==> config.mk <==
export PLATFORM = sky130hd
export DESIGN_NAME = tdm_demux
export DESIGN_NICKNAME = d
export VERILOG_FILES = /design/src/rtl/tdm_demux.sv
export SDC_FILE = /design/constraint.sdc
export NUM_CORES = 1
export LEC_CHECK = 0
export ABC_AREA = 0
export BUFFER_PORTS_ARGS = -buffer_cell sky130_fd_sc_hd__buf_2
export CORE_ASPECT_RATIO = 2
export CORE_MARGIN = 8
export CORE_UTILIZATION = 47
export DETAILED_ROUTE_END_ITERATION = 6
export PLACE_DENSITY = 0.83
export SLEW_MARGIN = 20
export SYNTH_ARGS = -nofsm -noshare
export SYNTH_HDL_FRONTEND = slang
export SYNTH_SLANG_ARGS = --single-unit
==> constraint.sdc <==
create_clock -name clk -period 1.2 [get_ports clk]
set_clock_uncertainty 0.05 [all_clocks]
set_input_delay 0.24 -clock clk [delete_from_list [all_inputs] [get_ports clk]]
set_output_delay 0.24 -clock clk [all_outputs]
set_load 0.01 [all_outputs]
==> src/rtl/tdm_demux.sv <==
// Receive side of the 2:1 bit-level TDM link: routes each accepted bit to channel A or B,
// reassembles WORD-bit words per channel with valid/ready, and flags interleave/overflow faults.
module tdm_demux #(
  parameter int unsigned WORD = 8
) (
  input  logic            clk,
  input  logic            rst,
  input  logic            d,
  input  logic            s,
  input  logic            in_valid,
  output logic            a_bit,
  output logic            b_bit,
  output logic [WORD-1:0] a_word,
  output logic            a_valid,
  input  logic            a_ready,
  output logic [WORD-1:0] b_word,
  output logic            b_valid,
  input  logic            b_ready,
  output logic            seq_err,
  output logic            ovf
);

  localparam int unsigned CntW = (WORD > 2) ? $clog2(WORD) : 1;

  localparam logic EXP_A = 1'b0;
  localparam logic EXP_B = 1'b1;

  // Index 0 is channel A, index 1 is channel B.
  // sr holds only the WORD-1 most recent bits; the oldest bit is never needed again.
  logic [1:0][WORD-2:0] sr_q, sr_d;
  logic [1:0][CntW-1:0] cnt_q, cnt_d;
  logic [1:0][WORD-1:0] word_q, word_d;
  logic [1:0]           bit_q, bit_d;
  logic [1:0]           valid_q, valid_d;
  logic                 phase_q, phase_d;
  logic                 seq_err_q, seq_err_d;
  logic                 ovf_q, ovf_d;

  logic [1:0] accept;
  logic [1:0] complete;
  logic [1:0] rdy;

  assign accept = {in_valid & s, in_valid & ~s};
  assign rdy    = {b_ready, a_ready};

  always_comb begin
    sr_d      = sr_q;
    cnt_d     = cnt_q;
    word_d    = word_q;
    bit_d     = bit_q;
    valid_d   = valid_q;
    ovf_d     = ovf_q;
    complete  = 2'b00;
    for (int i = 0; i < 2; i++) begin
      complete[i] = accept[i] && (cnt_q[i] == CntW'(WORD - 1));
      if (accept[i]) begin
        sr_d[i]  = (WORD - 1)'({d, sr_q[i]} >> 1);
        bit_d[i] = d;
        cnt_d[i] = complete[i] ? '0 : cnt_q[i] + CntW'(1);
      end
      if (complete[i]) begin
        word_d[i]  = {d, sr_q[i]};
        valid_d[i] = 1'b1;
        // A completion that coincides with a take is a clean hand-over, not an overwrite.
        if (valid_q[i] && !rdy[i]) begin
          ovf_d = 1'b1;
        end
      end else if (valid_q[i] && rdy[i]) begin
        valid_d[i] = 1'b0;
      end
    end
  end

  always_comb begin
    phase_d   = phase_q;
    seq_err_d = 1'b0;
    if (in_valid) begin
      seq_err_d = (s != (phase_q == EXP_B));
      phase_d   = s ? EXP_A : EXP_B;
    end
  end

  always_ff @(posedge clk) begin
    if (rst) begin
      sr_q      <= '0;
      cnt_q     <= '0;
      word_q    <= '0;
      bit_q     <= '0;
      valid_q   <= '0;
      phase_q   <= EXP_A;
      seq_err_q <= 1'b0;
      ovf_q     <= 1'b0;
    end else begin
      sr_q      <= sr_d;
      cnt_q     <= cnt_d;
      word_q    <= word_d;
      bit_q     <= bit_d;
      valid_q   <= valid_d;
      phase_q   <= phase_d;
      seq_err_q <= seq_err_d;
      ovf_q     <= ovf_d;
    end
  end

  assign a_bit   = bit_q[0];
  assign b_bit   = bit_q[1];
  assign a_word  = word_q[0];
  assign b_word  = word_q[1];
  assign a_valid = valid_q[0];
  assign b_valid = valid_q[1];
  assign seq_err = seq_err_q;
  assign ovf     = ovf_q;

endmodule
==> results.py <==
metrics = {
    "outcome": {
        "outcome": "finished, violations left",
        "failed_checks": "negative setup slack",
    },
    "power": {
        "p_per_area_mw_per_mm2": 1420,
        "peakVddDrop_mv": 1.02,
        "leakage_nw": 0.757,
        "total_power_mw": 2.84,
    },
    "yosys": {
        "syn_area_mm2": 0.00158,
        "ys.warnings.count": 0,
        "syn_avg_cell_area_um2": 8.64,
        "synthCells": 183,
        "yosysTopAreaCell": "dfxtp_1",
        "yosys.area.top_type_share": 0.519,
        "syn_nets": 194,
        "synth_cell_types": 25,
        "ys_seq_area_frac": 0.519,
        "ys_seq_elements": 41,
        "synth_area_leaders": "dfxtp_1 52%, nand2_1 14%, a21oi_1 11%, ha_1 3.2%, nand3_1 1.9%",
    },
    "route": {
        "wl_mm": 3.20,
        "wl_per_cell_um": 12.9,
        "vias": 1312,
        "drtAntennaViolNets": 0,
        "dr.first_iter.drc_count": 29,
        "dr.pass1.iters": 4,
        "drc_errors": 0,
        "via_per_inst": 5.27,
    },
    "setup_path": {
        "reg2reg_slack_ns": -0.13,
        "startpoint_type": "flop",
        "path_class": "reg -> reg",
        "end_kind": "flop",
        "crit_path_start": "cnt_q[1]",
        "cpPeakStageDelay_ns": 0.36,
        "crit_top_cell": "ha_4",
        "cp_num_cells": 5,
        "cp_num_buf_inv": 0,
        "crit_family": "simple AND/OR/NAND/NOR gates",
        "critical_path.max_fanout": 4,
        "worstPathArrival_ns": 1.50,
        "r2r-end": "ovf",
        "reg2reg_depth": 5,
        "crit_chain": "ha_4, ha_4, nand3b_1, or3_1, o21ai_1",
        "r2r_start": "cnt_q[1]",
        "crit_required_ns": 1.38,
        "cpMaxStageDelayCell": "dfxtp_2",
    },
    "place": {
        "dp_slack_ns": -0.0913,
        "port_buffers": 28,
        "hpwl_mm": 2.29,
        "gp_congestion": 0.772,
    },
    "floorplan": {
        "core_area_mm2": 0.00330,
        "dieArea_mm2": 0.00559,
        "die_y_um": 98,
        "die_width_um": 57,
        "num_io_pins": 29,
        "fp-row-count": 30,
        "start_util": 0.478,
    },
    "min_path": {
        "min_to": "valid_q[1]",
        "hold_class": "in -> reg",
        "hold-path-cell-count": 3,
        "worstHoldStart": "b_ready",
    },
    "flow_run": {
        "drv_cap": 0,
    },
    "clock_tree": {
        "cts_tree": "yes",
        "clock-sinks": 41,
        "cts.root.buffer_cell": "clkbuf_8",
        "ctsHoldBuffers": 0,
        "cts-htree-levels": 2,
        "path_clk_slew_ns": 0.08,
        "clock_latency_ns": 0.29,
        "cts_buffers": 5,
        "cts.path.max_buffers": 2,
    },
    "finish": {
        "multi_input_area_um2": 736,
        "seqCellArea_um2": 828,
        "area_delta_synth_final_pct": 26.4,
        "n_antenna_cell": 0,
        "fillers": 303,
        "final_nets": 227,
        "drive_gt1_frac": 0.318,
    },
    "global_route": {
        "grt_pass1_vias": 1335,
        "grt_pass1_wl_mm": 5.76,
        "grt_max_degree": 19,
        "track_usage": 0.122,
        "grt_overflow": 0,
        "antenna_found_initial": 0,
    },
    "timing": {
        "min_period_ns": 1.33,
        "max_freq_ghz": 0.754,
        "fin_crit_sh": 1.10,
        "hold_viol": 0,
        "final_max_slew_viol_count": 0,
        "rsz0062_at_grt": "true",
        "fin_ws_ns": -0.126,
        "finalSetupViolCount": 10,
        "max-slew-margin-rel": 0.778,
        "worstMarginPinSlew_ns": 0.333,
    },
}
[metal layers]
layer / up-vias / GRT usage / share of wire
li1: 667 / - / -
met1: 608 / 0.142 / 0.43
met2: 30 / 0.189 / 0.48
met3: 7 / 0.0455 / 0.063
met4: 0 / 0.0600 / 0.022
met5: - / 0 / 0
[Yosys cell counts]
library cell	count
nand3b_1	3
o21ba_2	1
nor2_1	1
nand2b_1	3
or3_1	1
buf_6	2
nor2b_4	1
nand2_1	59
and2_1	1
and3_1	1
dfxtp_1	41
nor3b_1	1
buf_8	1
xnor2_1	3
nand3_1	6
buf_2	4
a21oi_2	2
buf_4	2
a21oi_1	34
nor3b_2	1
ha_1	4
nor3_1	2
clkbuf_1	5
o21ai_1	1
nand3_2	3
[kinds of logic after synthesis]
kind of cell / count (synthesis) / share of synthesized area
and+or+nand+nor: 83 / 0.246
DFF: 41 / 0.519
buffers and inverters: 14 / 0.0578
xor gates and xnor gates: 3 / 0.0166
adders and majority gates: 4 / 0.0317
AOI/OAI and AO/OA: 38 / 0.128
[cell type report]
| class | instances | area share |
|---|---|---|
| Clock buffer | 5 | 0.0345 |
| Tap cell | 32 | 0.0201 |
| Timing Repair Buffer | 40 | 0.130 |
| Sequential cell | 41 | 0.415 |
| Multi-Input combinational cell | 128 | 0.368 |
| Clock inverter | 3 | 0.0326 |
[worst max path at each step]
stage	end	slack [ns]
finish	ovf	-0.13
global route	ovf	-0.18
CTS	ovf	-0.11
detailed placement	ovf	-0.09
global placement	ovf	-0.02
floorplan	ovf	-0.06
[through the flow]
step / TNS (ns) / std cells / utilization / hold slack [ns] / cell area (um^2)
floorplan: -0.395 / 183 / - / 0.326 / 1660
finish: -0.652 / 249 / 0.605 / 0.187 / 2000
global route: -1.87 / 249 / 0.605 / 0.187 / 2000
global placement: -0.0196 / 239 / 0.555 / 0.387 / 1830
CTS: -0.599 / 250 / 0.606 / 0.180 / 2000
detailed placement: -0.348 / 239 / 0.555 / 0.390 / 1830
[power by group]
group / switching [mW] / leakage (nW) / internal, mW
clock: 0.472 / 0.0681 / 0.826
combinational: 0.0827 / 0.356 / 0.0615
sequential: 0.0156 / 0.333 / 1.38
[cell usage in the layout (no fill, tap or decap)]
cell        n
nor2b_4     1
a21oi_2     4
dfxtp_2     3
nand2_2     2
o21ai_1     1
and2_1      1
nand3_2     3
dfxtp_1    37
xnor2_1     3
nor3_1      2
o21ba_2     1
buf_4       9
nand3_1     6
nand2b_1    3
nor3b_2     1
clkinv_2    1
bufinv_16   2
buf_2      28
buf_6       1
dfxtp_4     1
nand3b_1    3
nor3b_1     1
a21oi_1    32
and3_4      1
nor2_1      1
clkbuf_8    5
or3_1       1
ha_4        4
nand2_1    57
buf_12      2
[worst register-to-register path, delay by kind of cell (launching register included)]
kind,cells,cell delay (ns)
and+or+nand+nor,2,0.50
DFF,1,0.36
adders and majority gates,2,0.26
AOI/OAI and AO/OA,1,0.09
[flip-flops by register name, summed over array words and instances (netlist names)]
register  cells
a_word        8
b_word        8
cnt_q         6
ovf           1
phase_q       1
seq_err       1
sr_q         14
valid_q       2
[what timing repair did]
item | in CTS | in global routing
setup buffers | 3 | 1
resized for setup | 4 | 1
pin swaps | 0 | 2
endpoints found under the setup margin | 11 | 21
Note: power is estimated with default switching activity, not from simulation.
